**src/rtl/lcd_stream_packet_arbiter.sv**
```systemverilog
// Packet-atomic 2:1 arbiter for the 8-bit LCD stream, registered output.
// Define LCD_ARB_ROUND_ROBIN_EN for round-robin contention, else in0 has priority.
module lcd_stream_packet_arbiter #(
    parameter int DATA_W = 8
) (
    input  logic              clk,
    input  logic              reset_n,
    input  logic              in0_valid,
    input  logic [DATA_W-1:0] in0_data,
    input  logic              in0_startofpacket,
    input  logic              in0_endofpacket,
    output logic              in0_ready,
    input  logic              in1_valid,
    input  logic [DATA_W-1:0] in1_data,
    input  logic              in1_startofpacket,
    input  logic              in1_endofpacket,
    output logic              in1_ready,
    input  logic              out_ready,
    output logic              out_valid,
    output logic [DATA_W-1:0] out_data,
    output logic              out_startofpacket,
    output logic              out_endofpacket,
    output logic              out_channel
);

    localparam logic [0:0] S_IDLE = 1'b0;
    localparam logic [0:0] S_BUSY = 1'b1;

    logic [0:0]        state_q, state_d;
    logic              gnt_q, gnt_d;
    logic              out_valid_q, out_valid_d;
    logic [DATA_W-1:0] out_data_q, out_data_d;
    logic              out_sop_q, out_sop_d;
    logic              out_eop_q, out_eop_d;
    logic              out_ch_q, out_ch_d;
`ifdef LCD_ARB_ROUND_ROBIN_EN
    logic              last_q, last_d;
`endif

    logic              busy;
    logic              can_load;
    logic              accept;
    logic              pick;
    logic              sel_valid;
    logic              sel_sop;
    logic              sel_eop;
    logic [DATA_W-1:0] sel_data;

    assign busy      = (state_q == S_BUSY);
    assign can_load  = !out_valid_q || out_ready;
    assign sel_valid = gnt_q ? in1_valid : in0_valid;
    assign sel_sop   = gnt_q ? in1_startofpacket : in0_startofpacket;
    assign sel_eop   = gnt_q ? in1_endofpacket : in0_endofpacket;
    assign sel_data  = gnt_q ? in1_data : in0_data;
    assign accept    = busy && sel_valid && can_load;

    assign in0_ready = busy && !gnt_q && can_load;
    assign in1_ready = busy && gnt_q && can_load;

    // Source picked when leaving IDLE; only consulted if some source is valid
`ifdef LCD_ARB_ROUND_ROBIN_EN
    assign pick = (in0_valid && in1_valid) ? !last_q : !in0_valid;
`else
    assign pick = !in0_valid;
`endif

    always_comb begin
        state_d = state_q;
        gnt_d   = gnt_q;
`ifdef LCD_ARB_ROUND_ROBIN_EN
        last_d  = last_q;
`endif
        unique case (state_q)
            S_IDLE: begin
                if (in0_valid || in1_valid) begin
                    gnt_d   = pick;
                    state_d = S_BUSY;
                end
            end
            S_BUSY: begin
                if (accept && sel_eop) begin
                    state_d = S_IDLE;
`ifdef LCD_ARB_ROUND_ROBIN_EN
                    last_d  = gnt_q;
`endif
                end
            end
            default: state_d = S_IDLE;
        endcase
    end

    always_comb begin
        out_valid_d = out_valid_q;
        out_data_d  = out_data_q;
        out_sop_d   = out_sop_q;
        out_eop_d   = out_eop_q;
        out_ch_d    = out_ch_q;
        if (accept) begin
            out_valid_d = 1'b1;
            out_data_d  = sel_data;
            out_sop_d   = sel_sop;
            out_eop_d   = sel_eop;
            out_ch_d    = gnt_q;
        end else if (out_ready) begin
            out_valid_d = 1'b0;
        end
    end

    always_ff @(posedge clk or negedge reset_n) begin
        if (!reset_n) begin
            state_q     <= S_IDLE;
            gnt_q       <= 1'b0;
            out_valid_q <= 1'b0;
            out_data_q  <= '0;
            out_sop_q   <= 1'b0;
            out_eop_q   <= 1'b0;
            out_ch_q    <= 1'b0;
        end else begin
            state_q     <= state_d;
            gnt_q       <= gnt_d;
            out_valid_q <= out_valid_d;
            out_data_q  <= out_data_d;
            out_sop_q   <= out_sop_d;
            out_eop_q   <= out_eop_d;
            out_ch_q    <= out_ch_d;
        end
    end

`ifdef LCD_ARB_ROUND_ROBIN_EN
    always_ff @(posedge clk or negedge reset_n) begin
        if (!reset_n) begin
            last_q <= 1'b1;
        end else begin
            last_q <= last_d;
        end
    end
`endif

    assign out_valid         = out_valid_q;
    assign out_data          = out_data_q;
    assign out_startofpacket = out_sop_q;
    assign out_endofpacket   = out_eop_q;
    assign out_channel       = out_ch_q;

endmodule

```
**config.mk**
```make
export PLATFORM = sky130hd
export DESIGN_NAME = lcd_stream_packet_arbiter
export DESIGN_NICKNAME = d
export VERILOG_FILES = /design/src/rtl/lcd_stream_packet_arbiter.sv
export SDC_FILE = /design/constraint.sdc
export NUM_CORES = 1
export LEC_CHECK = 0
export CORE_ASPECT_RATIO = 1.4
export CORE_MARGIN = 2
export CORE_UTILIZATION = 35
export DETAILED_ROUTE_END_ITERATION = 10
export GPL_TIMING_DRIVEN = 0
export PLACE_DENSITY = 0.82
export SLEW_MARGIN = 40
export SYNTH_ARGS = -nofsm -noshare
export SYNTH_HDL_FRONTEND = slang
export SYNTH_SLANG_ARGS = --single-unit
```
**constraint.sdc**
```tcl
create_clock -name clk -period 4.45 [get_ports clk]
set_clock_uncertainty 0.15 [all_clocks]
set_input_delay 0.89 -clock clk [delete_from_list [all_inputs] [get_ports clk]]
set_output_delay 0.89 -clock clk [all_outputs]
set_load 0.01 [all_outputs]
```
==> flow_summary.toml <==
[critical_path]
required_ns = 3.41
reg2reg_to = "out_channel"
rr_worst_depth = 5
crit_path_start_kind = "primary input"
worst-setup-path-type = "in2out"
cp_data_arrival_time_ns = 2.25
critPathCaptureType = "output port"
r2r-start = "gnt_q"
crit_fanout = 4
r2r_slack_ns = 2.80

[routing]
via_per_inst = 5.09
drtPass1Iterations = 4
wl_per_cell_um = 14.1
drc_errors = 0
drtIter0Drc = 4
wl_mm = 1.61
ant_nets = 0
num_vias = 580

[outcome]
outcome = "finished clean"

[synth]
synthesis.nets = 76
ys_seq_area_share_pct = 47.4
ys_ff_latch = 14
synthCells = 51
synth_cell_types = 15
netlist_area_sq_um = 739
syn_avg_cell_area_sq_um = 14.5
yosysWarnings = 0

[min_path]
worstHoldPathType = "reg2reg"
whs_path_depth = 1
min_from = "out_data[2]"
hold_end = "out_data[2]"

[timing]
clock.fmax_mhz = 304
setup_violations = 0
fin_tns_setup_ns = 0
fin_crit_ns = 3.29
period_share_pct = 73.9
rsz0062_at_grt = "no"
finalMaxSlewViolations = 0
finalHoldViolCount = 0
relSlewSlack_pct = 57.2
tightestPinTransition_ns = 0.640

[global_route]
use_met1_pct = 16.9
grt_pass1_vias = 592
grt_antenna_before_repair = 0
grt_pass1_wl_mm = 2.70
grt_overflow_total = 0
grt.busiest_layer = "met2"
grt_max_degree = 15
track_usage_pct = 15.1
use_met2_pct = 24.9
met3_usage_pct = 2.45

[job]
max_cap_viol_count = 0

[cts]
holdBufCountCts = 0
ctsHtreeMaxLevel = 1
cts.path.max_buffers = 2
clk-insertion-delay-late_ns = 0.29
cts_tree = "yes"
ctsRootBufferMaster = "clkbuf_4"
cts.sinks = 14
cts_resized = 0
postCtsSetupRepairBufs = 0
numCtsBuffers = 3
clkTransAtPathRegs_ns = 0.09

[power]
power_density_nw_per_um2 = 650
ir_worst_vdd_v = 0.000289
p_leak_nw = 0.532

[placement]
io_buffers = 38
place_area_sq_um = 1150
dp_hpwl_mm = 1.25
place_congestion = 0.698
dp_cells = 110

[layout]
fin_util_pct = 59.9
area_growth_pct = 59.9
num-nets-final = 119
layout-drive-gt1-share_pct = 31.2
fin_cells = 114
stdcell_area_sq_um = 1180
n_antenna_cell = 0

[floorplanning]
initial_core_util_pct = 37.5
rows = 19
die_area_sq_um = 2500
pin_count = 39
die_w_um = 42.8
fp.dieH_um = 58.4
core-area_sq_um = 1970
critical path: stages:
cell	delay (ns)
clkdlybuf4s50_1	0.45
nand2b_1	0.20
and3_1	0.18
clkdlybuf4s50_1	0.53
final cells by class:
class | count | area (sq um)
multi-input combinational | 32 | 345
buffer | 3 | 36.3
clock buffer | 4 | 36.3
sequential | 14 | 350
fill | 179 | 791
tap | 21 | 26.3
inverter | 2 | 7.51
timing repair buffer | 38 | 380
placed cells by master (no fill, tap or decap):
master | Yosys | layout
a21oi_1 | 2 | 2
and3_1 | 1 | 1
buf_12 | 1 | 1
buf_2 | 1 | 1
buf_6 | 1 | 1
clkbuf_4 | 0 | 3
clkbuf_8 | 0 | 1
clkdlybuf4s50_1 | 0 | 38
dfrtp_1 | 14 | 14
inv_1 | 2 | 2
mux2_2 | 11 | 11
mux2_4 | 9 | 9
mux2i_1 | 2 | 2
nand2_1 | 3 | 3
nand2b_1 | 1 | 1
nand3_4 | 1 | 1
nor2_1 | 1 | 1
o32a_2 | 1 | 1
cell families (layout without fill, tap and decap cells):
family,after synthesis,after routing,synth area share [%]
AOI/OAI and AO/OA,3,3,2.88
muxes,22,22,37.7
and+or+nand+nor,7,7,6.09
DFF,14,14,47.4
buffers and inverters,5,47,5.92
worst max path at each step:
stage | startpoint | endpoint | slack, ns | cells after the start
detailed placement | out_ready | in1_ready | 1.15 | 4
floorplan | out_ready | in1_ready | 2.10 | 2
global route | out_ready | in1_ready | 1.09 | 4
CTS | out_ready | in1_ready | 1.15 | 4
finish | out_ready | in1_ready | 1.16 | 4
global placement | out_ready | in1_ready | 1.17 | 4
report_power, final:
part | internal, mW | switching [mW]
Combinational | 0.290 | 0.155
Clock | 0.0499 | 0.0443
Sequential | 0.192 | 0.0366
synthesized netlist by cell type:
| library cell | n | area (sq um) |
|---|---|---|
| nand2b_1 | 1 | 6.26 |
| mux2_4 | 9 | 135 |
| mux2_2 | 11 | 124 |
| mux2i_1 | 2 | 20.0 |
| buf_2 | 1 | 5.00 |
| dfrtp_1 | 14 | 350 |
| nor2_1 | 1 | 3.75 |
| nand2_1 | 3 | 11.3 |
| inv_1 | 2 | 7.51 |
| a21oi_1 | 2 | 10.0 |
| o32a_2 | 1 | 11.3 |
| and3_1 | 1 | 6.26 |
| buf_6 | 1 | 11.3 |
| buf_12 | 1 | 20.0 |
| nand3_4 | 1 | 17.5 |
stage by stage:
step / total power [mW] / hold WS, ns / setup WS, ns
6_report: 0.768 / 0.363 / 1.16
5_1_grt: 0.819 / 0.391 / 1.09
4_1_cts: 0.780 / 0.368 / 1.15
3_5_place_dp: 0.683 / 0.341 / 1.15
3_3_place_gp: 0.672 / 0.340 / 1.17
2_1_floorplan: 0.493 / 0.400 / 2.10
registers in the layout, indices dropped and copies added, names as in the netlist:
signal             cells
out_endofpacket        1
gnt_q                  1
out_valid              1
out_startofpacket      1
busy                   1
out_data               8
out_channel            1
metal layers:
| layer | wire, um | up-vias |
|---|---|---|
| li1 | - | 265 |
| met1 | 622 | 279 |
| met2 | 801 | 32 |
| met3 | 139 | 4 |
| met4 | 48 | 0 |
| met5 | 0 | - |
(Power assumes the default switching activity.)
